## config.mk

```make
export PLATFORM = sky130hd
export DESIGN_NAME = nes_pad_poller_flat
export DESIGN_NICKNAME = d
export VERILOG_FILES = /design/src/rtl/nes_pad_poller_if.sv /design/src/rtl/nes_pad_poller.sv /design/src/flat_wrapper.sv
export SDC_FILE = /design/constraint.sdc
export NUM_CORES = 1
export LEC_CHECK = 0
export ABC_CLOCK_PERIOD_IN_PS = 2300
export CORE_ASPECT_RATIO = 1.25
export CORE_MARGIN = 5
export CORE_UTILIZATION = 55
export CTS_CLUSTER_DIAMETER = 120
export DETAILED_ROUTE_END_ITERATION = 10
export GPL_TIMING_DRIVEN = 0
export PLACE_DENSITY = 0.89
export SETUP_SLACK_MARGIN = 0.02
export SYNTH_ARGS = -nofsm -noshare
export SYNTH_HDL_FRONTEND = slang
export SYNTH_SLANG_ARGS = --single-unit
```

## constraint.sdc

```tcl
create_clock -name clk -period 2.3 [get_ports clk]
set_clock_uncertainty 0.1 [all_clocks]
set_input_delay 0.23 -clock clk [delete_from_list [all_inputs] [get_ports clk]]
set_output_delay 0.23 -clock clk [all_outputs]
set_load 0.01 [all_outputs]
```

## src/rtl/nes_pad_poller_if.sv

```systemverilog
// Bus between the pad poller, the game-side consumers and the pad connector pins.
// The slave modport is the poller's view; the master modport is the host and pad side.
interface nes_pad_poller_if #(
  parameter int unsigned NUM_PADS = 1,
  parameter int unsigned NUM_BITS = 8
);
  logic                         poll;
  logic [NUM_PADS-1:0]          nes_data;
  logic                         nes_latch;
  logic                         nes_clk;
  logic [NUM_PADS*NUM_BITS-1:0] buttons;
  logic [NUM_PADS*NUM_BITS-1:0] pressed;
  logic [NUM_PADS-1:0]          pad_present;
  logic                         valid;
  logic                         busy;
  logic                         poll_dropped;

  modport slave (
    input  poll,
    input  nes_data,
    output nes_latch,
    output nes_clk,
    output buttons,
    output pressed,
    output pad_present,
    output valid,
    output busy,
    output poll_dropped
  );

  modport master (
    output poll,
    output nes_data,
    input  nes_latch,
    input  nes_clk,
    input  buttons,
    input  pressed,
    input  pad_present,
    input  valid,
    input  busy,
    input  poll_dropped
  );
endinterface

```

## src/rtl/nes_pad_poller.sv

```systemverilog
// NES/SNES serial pad poller: on each poll it latches all pads, clocks NUM_BITS
// bits in from every data line and publishes per-frame button, edge and presence words.
module nes_pad_poller #(
  parameter int unsigned NUM_PADS     = 1,
  parameter int unsigned NUM_BITS     = 8,
  parameter int unsigned CLK_DIV      = 75,
  parameter int unsigned LATCH_CYCLES = 300
) (
  input  logic                clk,
  input  logic                rst_n,
  nes_pad_poller_if.slave     bus
);

  // One counter serves both the latch phase and each clock half-period.
  localparam int unsigned CNT_MAX = (LATCH_CYCLES > CLK_DIV) ? LATCH_CYCLES : CLK_DIV;
  localparam int unsigned CNT_W   = (CNT_MAX > 1) ? $clog2(CNT_MAX) : 1;
  localparam int unsigned IDX_W   = (NUM_BITS > 1) ? $clog2(NUM_BITS) : 1;

  localparam logic [CNT_W-1:0] LATCH_LAST = CNT_W'(LATCH_CYCLES - 1);
  localparam logic [CNT_W-1:0] HALF_LAST  = CNT_W'(CLK_DIV - 1);
  localparam logic [IDX_W-1:0] BIT_LAST   = IDX_W'(NUM_BITS - 1);

  typedef enum logic [2:0] {
    S_IDLE   = 3'd0,
    S_LATCH  = 3'd1,
    S_CLK_LO = 3'd2,
    S_CLK_HI = 3'd3,
    S_DONE   = 3'd4
  } state_e;

  typedef logic [NUM_PADS-1:0][NUM_BITS-1:0] word_arr_t;

  state_e              state_q, state_d;
  logic [CNT_W-1:0]    cnt_q, cnt_d;
  logic [IDX_W-1:0]    idx_q, idx_d;

  logic                nes_latch_q, nes_latch_d;
  logic                nes_clk_q, nes_clk_d;
  logic                valid_q, valid_d;
  logic                busy_q, busy_d;
  logic                dropped_q, dropped_d;

  logic [NUM_PADS-1:0] sync1_q, sync2_q;
  word_arr_t           shreg_q, shreg_d;
  word_arr_t           buttons_q, buttons_d;
  word_arr_t           pressed_q, pressed_d;
  logic [NUM_PADS-1:0] present_q, present_d;

  logic                sample_c;
  logic                done_c;

  // Next-state and registered pin/status outputs, all derived from the next state.
  always_comb begin
    state_d        = state_q;
    cnt_d          = cnt_q;
    idx_d          = idx_q;
    sample_c       = 1'b0;
    done_c         = 1'b0;

    unique case (state_q)
      S_IDLE: begin
        if (bus.poll) begin
          state_d = S_LATCH;
          cnt_d   = '0;
          idx_d   = '0;
        end
      end
      S_LATCH: begin
        if (cnt_q == LATCH_LAST) begin
          state_d = S_CLK_LO;
          cnt_d   = '0;
        end else begin
          cnt_d = cnt_q + CNT_W'(1);
        end
      end
      S_CLK_LO: begin
        if (cnt_q == HALF_LAST) begin
          sample_c = 1'b1;
          state_d  = S_CLK_HI;
          cnt_d    = '0;
        end else begin
          cnt_d = cnt_q + CNT_W'(1);
        end
      end
      S_CLK_HI: begin
        if (cnt_q == HALF_LAST) begin
          cnt_d = '0;
          if (idx_q == BIT_LAST) begin
            state_d = S_DONE;
            done_c  = 1'b1;
          end else begin
            state_d = S_CLK_LO;
            idx_d   = idx_q + IDX_W'(1);
          end
        end else begin
          cnt_d = cnt_q + CNT_W'(1);
        end
      end
      S_DONE: begin
        state_d = S_IDLE;
      end
      default: begin
        state_d = S_IDLE;
        cnt_d   = '0;
        idx_d   = '0;
      end
    endcase

    nes_latch_d = (state_d == S_LATCH);
    nes_clk_d   = (state_d == S_CLK_HI);
    valid_d     = (state_d == S_DONE);
    busy_d      = (state_d != S_IDLE);
    dropped_d   = bus.poll && (state_q != S_IDLE);
  end

  // Shift capture and the atomic end-of-frame update of the published words.
  always_comb begin
    shreg_d   = shreg_q;
    buttons_d = buttons_q;
    pressed_d = pressed_q;
    present_d = present_q;

    if (sample_c) begin
      for (int unsigned p = 0; p < NUM_PADS; p++) begin
        shreg_d[p][idx_q] = sync2_q[p];
      end
    end

    // An all-zero raw word means the line never went high: pad absent or stuck.
    if (done_c) begin
      for (int unsigned p = 0; p < NUM_PADS; p++) begin
        present_d[p] = |shreg_q[p];
        buttons_d[p] = present_d[p] ? ~shreg_q[p] : '0;
        pressed_d[p] = buttons_d[p] & ~buttons_q[p];
      end
    end
  end

  // FSM state, counters and pin registers.
  always_ff @(posedge clk or negedge rst_n) begin
    if (!rst_n) begin
      state_q     <= S_IDLE;
      cnt_q       <= '0;
      idx_q       <= '0;
      nes_latch_q <= 1'b0;
      nes_clk_q   <= 1'b0;
      valid_q     <= 1'b0;
      busy_q      <= 1'b0;
      dropped_q   <= 1'b0;
    end else begin
      state_q     <= state_d;
      cnt_q       <= cnt_d;
      idx_q       <= idx_d;
      nes_latch_q <= nes_latch_d;
      nes_clk_q   <= nes_clk_d;
      valid_q     <= valid_d;
      busy_q      <= busy_d;
      dropped_q   <= dropped_d;
    end
  end

  // Data-line synchronisers, shift registers and published words.
  always_ff @(posedge clk or negedge rst_n) begin
    if (!rst_n) begin
      sync1_q   <= '0;
      sync2_q   <= '0;
      shreg_q   <= '0;
      buttons_q <= '0;
      pressed_q <= '0;
      present_q <= '0;
    end else begin
      sync1_q   <= bus.nes_data;
      sync2_q   <= sync1_q;
      shreg_q   <= shreg_d;
      buttons_q <= buttons_d;
      pressed_q <= pressed_d;
      present_q <= present_d;
    end
  end

  assign bus.nes_latch    = nes_latch_q;
  assign bus.nes_clk      = nes_clk_q;
  assign bus.valid        = valid_q;
  assign bus.busy         = busy_q;
  assign bus.poll_dropped = dropped_q;
  assign bus.buttons      = buttons_q;
  assign bus.pressed      = pressed_q;
  assign bus.pad_present  = present_q;

endmodule

```

## src/flat_wrapper.sv

```systemverilog
// flat-port wrapper written by rule: the top's interface ports become plain ports
module nes_pad_poller_flat 
#(
  parameter int unsigned NUM_PADS     = 1,
  parameter int unsigned NUM_BITS     = 8,
  parameter int unsigned CLK_DIV      = 75,
  parameter int unsigned LATCH_CYCLES = 300
)
  (clk, rst_n, bus_poll, bus_nes_data, bus_nes_latch, bus_nes_clk, bus_buttons, bus_pressed, bus_pad_present, bus_valid, bus_busy, bus_poll_dropped);
  nes_pad_poller_if #(.NUM_PADS(NUM_PADS), .NUM_BITS(NUM_BITS)) bus_i ();
  input  logic clk;
  input  logic rst_n;
  input wire logic [$bits(bus_i.poll)-1:0] bus_poll;
  input wire logic [$bits(bus_i.nes_data)-1:0] bus_nes_data;
  output wire logic [$bits(bus_i.nes_latch)-1:0] bus_nes_latch;
  output wire logic [$bits(bus_i.nes_clk)-1:0] bus_nes_clk;
  output wire logic [$bits(bus_i.buttons)-1:0] bus_buttons;
  output wire logic [$bits(bus_i.pressed)-1:0] bus_pressed;
  output wire logic [$bits(bus_i.pad_present)-1:0] bus_pad_present;
  output wire logic [$bits(bus_i.valid)-1:0] bus_valid;
  output wire logic [$bits(bus_i.busy)-1:0] bus_busy;
  output wire logic [$bits(bus_i.poll_dropped)-1:0] bus_poll_dropped;
  assign bus_i.poll = bus_poll;
  assign bus_i.nes_data = bus_nes_data;
  assign bus_nes_latch = bus_i.nes_latch;
  assign bus_nes_clk = bus_i.nes_clk;
  assign bus_buttons = bus_i.buttons;
  assign bus_pressed = bus_i.pressed;
  assign bus_pad_present = bus_i.pad_present;
  assign bus_valid = bus_i.valid;
  assign bus_busy = bus_i.busy;
  assign bus_poll_dropped = bus_i.poll_dropped;
  nes_pad_poller #(.NUM_PADS(NUM_PADS), .NUM_BITS(NUM_BITS), .CLK_DIV(CLK_DIV), .LATCH_CYCLES(LATCH_CYCLES)) u_core (.clk(clk), .rst_n(rst_n), .bus(bus_i));
endmodule
```

# After elaboration in Yosys (flattened, before gate mapping)
# Index checks and enable logic that the tools add are counted.
dict set report word_totals {
  regBits 47
  inputBits 4
  wordCells 69
}
dict set report op_classes {
  add_sub_neg 2
  order_cmp 2
  n_eq_ne 13
  mux 23
  bitwise 5
  reduce_logical 10
}
# op count
set op_table {}
lappend op_table {{$pmux 9 s4} 1}
lappend op_table {{$mux 9} 3}
lappend op_table {{$mux 3} 8}
lappend op_table {{$not 8->8} 2}
lappend op_table {{$pmux 3 s4} 1}
lappend op_table {{$add 9x1->9 const B} 1}
lappend op_table {{$eq 3x2->1 const B} 3}
lappend op_table {{$eq 3x3->1 const B} 3}
lappend op_table {{$eq 9x7->1 const B} 1}
lappend op_table {{$eq 9x9->1 const B} 1}
lappend op_table {{$pmux 3 s3} 1}
lappend op_table {{$and 8x8->8} 1}
lappend op_table {{$bwmux 8} 1}
lappend op_table {{$mux 8} 1}
lappend op_table {{$reduce_or 8->1} 1}
lappend op_table {{$eq 3x1->1 const B} 2}
lappend op_table {{$mux 1} 6}
lappend op_table {{$reduce_bool 3->1} 2}
lappend op_table {{$lt 3x4->1 const B} 1}
lappend op_table {{$ne 2x2->1 const B} 2}
lappend op_table {{$reduce_and 4->1} 1}
lappend op_table {{$add 3x1->3 const B} 1}
lappend op_table {{$demux 1 s3} 1}
lappend op_table {{$ge 3x1->1 const B} 1}
lappend op_table {{7 further kinds} 9}

# Depth between registers and ports, before layout
# Gate-level depths: netlist of the first run.
dict set report logic_depth {
  word_depth 5
  depth_mapped 7
}

# Worst setup path before layout of the first run
# Ideal clock, no wire load.
dict set report synth_timing {
  path_type {reg-to-reg}
  start {register u_core.cnt_q[2]}
  end {register u_core.shreg_q[4] (netlist name)}
  setup_time_ns 0.125
  arrival_time_ns 1.767
  required_ns 2.075
  slack_ns 0.308
  stages_incl_launch_ff 6
  n_path_buf 1
  synth_period_minus_slack_ns 1.992
  path_cell_list {dfrtp_1 buf_6 nor4b_4 and4_1 nor3b_1 mux2_2}
}
dict set report synth_via {
  elab_chain_len 3
}
# element line_no
set synth_rtl {}
lappend synth_rtl {{from (decl)} nes_pad_poller.sv:34} ;# logic [CNT_W-1:0] cnt_q, cnt_d;
lappend synth_rtl {{from (signal assigned)} nes_pad_poller.sv:152} ;# cnt_q <= cnt_d;
lappend synth_rtl {{$eq 9x7->1} nes_pad_poller.sv:77} ;# if (cnt_q == HALF_LAST) begin
lappend synth_rtl {{$mux 1} nes_pad_poller.sv:77}
lappend synth_rtl {{$mux 1} nes_pad_poller.sv:60} ;# unique case (state_q)
lappend synth_rtl {{to (signal assigned)} nes_pad_poller.sv:174} ;# shreg_q <= shreg_d;
lappend synth_rtl {{to (decl)} nes_pad_poller.sv:44} ;# word_arr_t shreg_q, shreg_d;
# No other way between the ends.
# A chain may end at the register's enable or synchronous reset.

# Final worst setup path of the first run
dict set report layout_timing {
  start {register u_core.cnt_q[0]}
  end {register u_core.shreg_q[4] (netlist name)}
}
# Same word-level chain as after synthesis.

==> results of run 1 <==
## cell type report
type	count	area share, %
plain buffers	7	1.63
clock buffers	6	2.78
clock inverters	2	0.480
inverters	7	1.01
multi-input cells	134	35.5
flip-flops and latches	47	45.1
well taps	54	2.59
repair buffers	28	10.8
## through the flow
stage	utilization [%]	cells	power [mW]	area [um2]
finish	68.3	285	1.33	2610
floorplan	-	195	0.849	2170
global route	68.3	285	1.39	2610
CTS	68.1	284	1.35	2600
detailed placement	65.6	275	0.876	2500
global placement	65.2	274	0.872	2490
## registers in the layout, summed over array words and instances, names as in the netlist
name                     cells
u_core.bus.busy              1
u_core.bus.buttons           8
u_core.bus.nes_clk           1
u_core.bus.nes_latch         1
u_core.bus.pad_present       1
u_core.bus.poll_dropped      1
u_core.bus.pressed           8
u_core.bus.valid             1
u_core.cnt_q                 9
u_core.idx_q                 3
u_core.shreg_q               8
u_core.state_q               3
u_core.sync1_q               1
u_core.sync2_q               1
## repair_timing
action	4_1_cts	5_1_grt
setup buffers	0	1
endpoints found under the hold margin	12	0
hold buffers	1	0
endpoints found under the setup margin	0	7
## worst register-to-register path: stages (launching register included)
cell      delay [ns]
dfrtp_1         0.43
inv_1           0.08
ha_1            0.14
and4bb_2        0.34
and4_1          0.29
nor3b_1         0.28
mux2_2          0.37
## worst paths after layout
path                                         endpoint  cells past startpoint            start  slack [ns]
worst min register to register         u_core.sync2_q                      0   u_core.sync1_q        0.25
worst max register to register      u_core.shreg_q[4]                      6  u_core.cnt_q[0]        0.16
min in group clk                       u_core.sync2_q                      0   u_core.sync1_q        0.25
worst max-delay path                u_core.shreg_q[4]                      6  u_core.cnt_q[0]        0.16
worst min-delay path            u_core.bus.pressed[0]                      2            rst_n        0.24
max in group asynchronous       u_core.bus.buttons[6]                      3            rst_n        1.38
## cell usage in the layout (no fill, tap or decap), types with 5 or more instances in the layout
cell and instances:
clkdlybuf4s50_1 24, clkbuf_1 5, nor2_1 5, dfrtp_1 47
o31ai_1 7, a21oi_1 6, inv_1 7, nand4_1 5
mux2_2 9, clkbuf_8 5, nand2_1 29, o21ai_1 8
## cells by family after synthesis
| group | synth area share, % |
|---|---|
| AND/OR/NAND/NOR | 19.4 |
| flip-flops | 54.2 |
| AO/OA/AOI/OAI | 13.7 |
| buffers and inverters | 3.17 |
| multiplexers | 5.59 |
| XOR/XNOR | 1.61 |
| adder cells (fa/ha/maj) | 2.31 |
## power by group
| group | total, mW | switching (mW) | internal (mW) |
|---|---|---|---|
| combinational | 0.0297 | 0.0193 | 0.0104 |
| sequential | 0.830 | 0.00207 | 0.828 |
| clock | 0.475 | 0.262 | 0.212 |
| total | 1.33 | 0.284 | 1.05 |
## per-layer routing
| metal | up-vias | wire, um | track usage [%] |
|---|---|---|---|
| met5 | - | 0 | 0 |
| met4 | 0 | 95 | 7.93 |
| met3 | 8 | 171 | 4.20 |
| met2 | 35 | 2110 | 30.7 |
| met1 | 737 | 1640 | 19.5 |
| li1 | 780 | - | - |
==> impl_metrics.env, run 1 <==
export IMPL_synth_largest_area_cell="dfrtp_1"
export IMPL_min_period_ns=2.14
export IMPL_yosysMostFrequentCell="dfrtp_1"
export IMPL_multi_input_area_um2=926
export IMPL_cts_sinks=47
export IMPL_critical_path_max_fanout=7
export IMPL_critical_path_class="reg -> reg"
export IMPL_fp_row_count=25
export IMPL_p_per_area_mw_per_mm2=512
export IMPL_timing_slew_headroom_pct=61.3
export IMPL_die_h_um=80.2
export IMPL_holdWs_ns=0.243
export IMPL_slowest_stage="dfrtp_1"
export IMPL_crit_path_start_kind="flop"
export IMPL_via_count=1560
export IMPL_setup_viol=0
export IMPL_path_cells="inv_1 -> ha_1 -> and4bb_2 -> and4_1 -> nor3b_1 -> mux2_2"
export IMPL_crit_buf_inv=1
export IMPL_synth_edff_count=0
export IMPL_critPathRequiredTime_ns=2.39
export IMPL_syn_cell_area_mm2=0.00217
export IMPL_outcome="complete, no violations"
export IMPL_dr_pass1_iters=4
export IMPL_design_die_area_mm2=0.00531
export IMPL_ys_top_cells_by_area="dfrtp_1, nand2_1, mux2_2"
export IMPL_start_util_pct=56.9
export IMPL_synth_cell_types=45
export IMPL_drcViolationCount=0
export IMPL_grt_max_degree=36
export IMPL_ir_worst_vdd_mv=0.275
export IMPL_cts_root_buf="clkbuf_8"
export IMPL_synthFlopType="dfrtp_1"
export IMPL_ys_top_cells_by_count="dfrtp_1, nand2_1, mux2_2"
export IMPL_clockBufferDepth=2
export IMPL_syn_nets=203
export IMPL_antenna_found_initial=0
export IMPL_synth_seq_area_share_pct=54.2
export IMPL_fmax_mhz=467
export IMPL_drive_gt1_share_pct=13.0
export IMPL_end_kind="flop"
export IMPL_finalWeightedCongestion=0.903
export IMPL_cts_resized=0
export IMPL_p_leak_nw=1.14
export IMPL_core_area_mm2=0.00382
export IMPL_path_clk_slew_ns=0.08
export IMPL_drt_iter0_drc=80
export IMPL_grt_usage_pct=17.4
export IMPL_tightest_slew_ns=0.566
export IMPL_cts_tree="built"
export IMPL_slew_violations=0
export IMPL_synth_top_area_share_pct=54.2
export IMPL_crit_family="simple AND/OR/NAND/NOR gates"
export IMPL_setup_tns_ns=0
export IMPL_hold_viol_final=0
export IMPL_synth_seq_cells=47
export IMPL_max_cap_violations=0
export IMPL_h_tree_depth=2
export IMPL_nFillCells=292
export IMPL_grt_pass1_vias=1588
export IMPL_syn_inst=195
export IMPL_yosysWarnings=0
export IMPL_ant_nets=0
export IMPL_nNetsFinal=238
export IMPL_setup_ws_ns=0.159
export IMPL_antenna_cells=0
export IMPL_rsz0062_at_grt="false"
export IMPL_async_reset_ff_share_pct=100
export IMPL_dieWidth_um=66.2
export IMPL_wl_per_cell_um=14.1
export IMPL_ioPinCount=26
export IMPL_via_per_inst=5.47
export IMPL_seq_area_mm2=0.00118
export IMPL_drt_total_wl_um=4010
export IMPL_io_buffer_count=25
export IMPL_slowest_delay_ns=0.43
export IMPL_grt_pass1_wl_um=7110
export IMPL_clock_latency_ns=0.30
export IMPL_syn_area_per_cell_um2=11.1
export IMPL_hp_class="in -> async"
export IMPL_dp_hpwl_um=2970
export IMPL_grt_overflow=0
export IMPL_numCtsBuffers=5
export IMPL_areaGrowthSynthToFinish_pct=20.1
export IMPL_post_place_ws_ns=0.111
export IMPL_fin_crit_sh_pct=93.1
export IMPL_arrival_ns=2.23
Note: power is estimated with default switching activity, not from simulation.
==> run 2, diff against run 1 <==
--- a/config.mk
+++ b/config.mk
@@ -5,15 +5,17 @@
 export SDC_FILE = /design/constraint.sdc
 export NUM_CORES = 1
 export LEC_CHECK = 0
-export ABC_CLOCK_PERIOD_IN_PS = 2300
+export ABC_AREA = 1
+export ABC_CLOCK_PERIOD_IN_PS = 2100
 export CORE_ASPECT_RATIO = 1.25
 export CORE_MARGIN = 5
-export CORE_UTILIZATION = 55
+export CORE_UTILIZATION = 56
 export CTS_CLUSTER_DIAMETER = 120
 export DETAILED_ROUTE_END_ITERATION = 10
 export GPL_TIMING_DRIVEN = 0
 export PLACE_DENSITY = 0.89
 export SETUP_SLACK_MARGIN = 0.02
+export SLEW_MARGIN = 5
 export SYNTH_ARGS = -nofsm -noshare
 export SYNTH_HDL_FRONTEND = slang
 export SYNTH_SLANG_ARGS = --single-unit
==> constraint.sdc (replaced) <==
create_clock -name clk -period 2.1 [get_ports clk]
set_clock_uncertainty 0.1 [all_clocks]
set_input_delay 0.21 -clock clk [delete_from_list [all_inputs] [get_ports clk]]
set_output_delay 0.21 -clock clk [all_outputs]
set_load 0.01 [all_outputs]
==> run 2 against run 1 <==
Largest cell class unchanged. Synthesized cell count up 41%. Critical path type unchanged. Total power is 28% higher. Critical endpoint is now u_core.cnt_q[8]. Clock-buffer cell count unchanged.
==> impl_metrics.env, run 2 <==
export IMPL_outcome="complete, no violations"
export IMPL_largest_reg_flops=9
export IMPL_grt_pass1_wl_um=8670
export IMPL_synthAdderAreaFrac_pct=2.11
export IMPL_clockBufferDepth=2
export IMPL_fp_row_count=26
export IMPL_drt_iter0_drc=165
export IMPL_critical_path_class="reg -> reg"
export IMPL_hold_viol_final=0
export IMPL_holdWs_ns=0.250
export IMPL_drive_gt1_share_pct=12.3
export IMPL_synth_compound_area_share_pct=2.91
export IMPL_wl_per_cell_um=13.7
export IMPL_setup_viol=0
export IMPL_die_h_um=82.7
export IMPL_end_kind="flop"
export IMPL_drt_total_wl_um=5020
export IMPL_hold_start="bus_nes_data"
export IMPL_cts_resized=0
export IMPL_post_cts_buffers=0
export IMPL_grt_pass1_vias=2012
export IMPL_synth_largest_area_cell="dfrtp_1"
export IMPL_synthSimpleGateAreaFrac_pct=35.4
export IMPL_cts_sinks=47
export IMPL_holdPathEnd="u_core.sync1_q"
export IMPL_dr_pass1_iters=4
export IMPL_rr_endpoint="u_core.cnt_q[8]"
export IMPL_ff2ff_setup_slack_ns=0.33
export IMPL_wl_met2_um=2950
export IMPL_r2r_start="u_core.cnt_q[0]"
export IMPL_via_per_inst=5.30
export IMPL_synth_mux_area_fraction_pct=0
export IMPL_grt_max_degree=30
export IMPL_p_per_area_mw_per_mm2=601
export IMPL_final_cell_mix="nand2_1, dfrtp_1, inv_1"
export IMPL_final_cell_area_mm2=0.00285
export IMPL_h_tree_depth=2
export IMPL_fmax_mhz=564
export IMPL_areaGrowthSynthToFinish_pct=20.2
export IMPL_min_period_ns=1.77
export IMPL_path_cells="inv_1 -> ha_1 -> nand2_1 -> nor2_4 -> nand2_4 -> nand2_1 -> nand3_1 -> inv_1 -> nor2_1"
export IMPL_grt_usage_pct=20.3
export IMPL_syn_cell_area_mm2=0.00237
export IMPL_final_common_cell="nand2_1"
export IMPL_timing_slew_headroom_pct=70.0
export IMPL_slowest_delay_ns=0.41
export IMPL_finalWeightedCongestion=0.920
export IMPL_arrival_ns=1.86
export IMPL_critical_path_max_fanout=5
export IMPL_synth_top_area_share_pct=49.7
export IMPL_post_place_ws_ns=0.180
export IMPL_critPathRequiredTime_ns=2.19
export IMPL_synth_cell_types=24
export IMPL_max_flop_register="u_core.cnt_q"
export IMPL_dieWidth_um=68.2
export IMPL_numCtsBuffers=5
export IMPL_io_buffer_count=25
export IMPL_dp_hpwl_um=3830
export IMPL_ioPinCount=26
export IMPL_core_area_mm2=0.00410
export IMPL_via_count=1940
export IMPL_ant_nets=0
export IMPL_synthFlopType="dfrtp_1"
export IMPL_rr_worst_depth=9
export IMPL_antenna_found_initial=0
export IMPL_async_reset_ff_share_pct=100
export IMPL_setup_ws_ns=0.328
export IMPL_cts_tree="built"
export IMPL_synth_top_family_by_area="simple AND/OR/NAND/NOR gates"
export IMPL_slowest_stage="dfrtp_1"
export IMPL_max_cap_violations=0
export IMPL_cts_root_buf="clkbuf_8"
export IMPL_setup_tns_ns=0
export IMPL_path_clk_slew_ns=0.08
export IMPL_slew_violations=0
export IMPL_nNetsFinal=317
export IMPL_ir_worst_vdd_mv=0.419
export IMPL_hp_class="in -> reg"
export IMPL_dpl_cell_area_mm2=0.00270
export IMPL_p_leak_nw=1.49
export IMPL_clock_latency_ns=0.29
export IMPL_synth_seq_area_share_pct=49.7
export IMPL_design_die_area_mm2=0.00564
export IMPL_syn_area_per_cell_um2=8.61
export IMPL_syn_inst=275
export IMPL_tightest_slew_ns=0.451
export IMPL_syn_nets=283
export IMPL_rsz0062_at_grt="false"
export IMPL_crit_path_start_kind="flop"
export IMPL_fin_crit_sh_pct=84.4
export IMPL_yosysMostFrequentCell="nand2_1"
export IMPL_synth_edff_count=0
export IMPL_yosysWarnings=0
export IMPL_top_layer="met4"
export IMPL_post_synth_xor_area_fraction_pct=1.85
export IMPL_drcViolationCount=0
export IMPL_ys_top_cells_by_count="nand2_1, dfrtp_1, inv_1"
export IMPL_met1_length_um=1810
export IMPL_grt_overflow=0
export IMPL_antenna_cells=0
export IMPL_min_path_cells=1
export IMPL_start_util_pct=57.8
export IMPL_synth_seq_cells=47
export IMPL_ys_top_cells_by_area="dfrtp_1, nand2_1, inv_1"
export IMPL_wl_met3_um=196
## run 2: cell count changes after synthesis, sizes merged, moves of 9 or more
cell	previous run	this run
mux2	9	0
nand3	4	23
nand2	29	79
nand4	6	18
nor2	5	38
inv	7	42
## run 2: cell type report
class | instances | area, um2
inverter | 42 | 160
multi-input combinational | 183 | 1000
clock inverter | 2 | 60.1
timing repair buffer | 27 | 275
buffer | 3 | 30.0
fill | 295 | 1250
sequential | 47 | 1180
clock buffer | 6 | 72.6
tap | 56 | 70.1
## run 2: critical path: cells and delay by family (launching register included)
family                   cells  cell delay [ns]
adder cells (fa/ha/maj)      1             0.18
buffers and inverters        2             0.29
flip-flops                   1             0.41
AND/OR/NAND/NOR              6             0.69
## run 2: timing repair
| action | 4_1_cts | 5_1_grt |
|---|---|---|
| hold buffers | 1 | 0 |
| endpoints found under the hold margin | 18 | 0 |
| endpoints found under the setup margin | 0 | 0 |
## run 2: metrics by stage
stage	std cells	power, mW	utilization [%]
2_1_floorplan	275	0.930	-
3_3_place_gp	356	0.955	65.6
3_5_place_dp	357	0.960	66.0
4_1_cts	366	1.73	69.4
5_1_grt	366	1.76	69.4
6_report	366	1.71	69.4
## run 2: worst max path at each step
stage / from / end / slack (ns) / cells after the start
floorplan: u_core.idx_q[0] / u_core.idx_q[0] / 0.55 / 8
global placement: rst_n / u_core.sync1_q / -0.51 / 1
detailed placement: bus_poll / u_core.idx_q[2] / 0.18 / 8
CTS: u_core.cnt_q[0] / u_core.cnt_q[8] / 0.32 / 9
global route: u_core.cnt_q[0] / u_core.cnt_q[8] / 0.20 / 9
finish: u_core.cnt_q[0] / u_core.cnt_q[8] / 0.33 / 9
## run 2: kinds of logic after synthesis
kind of cell	after synthesis
and+or+nand+nor	163
DFF	47
buffers and inverters	45
AOI/OAI and AO/OA	11
xor gates and xnor gates	5
adders and majority gates	4
## run 2: where the power goes
group	switching [mW]	internal, mW
clock	0.293	0.476
combinational	0.0224	0.0113
sequential	0.000736	0.907
## run 2: metal layers
layer | vias up | GRT usage (%)
met5 | - | 0
met4 | 0 | 8.15
met3 | 7 | 2.84
met2 | 51 | 39.9
met1 | 935 | 20.8
li1 | 947 | -
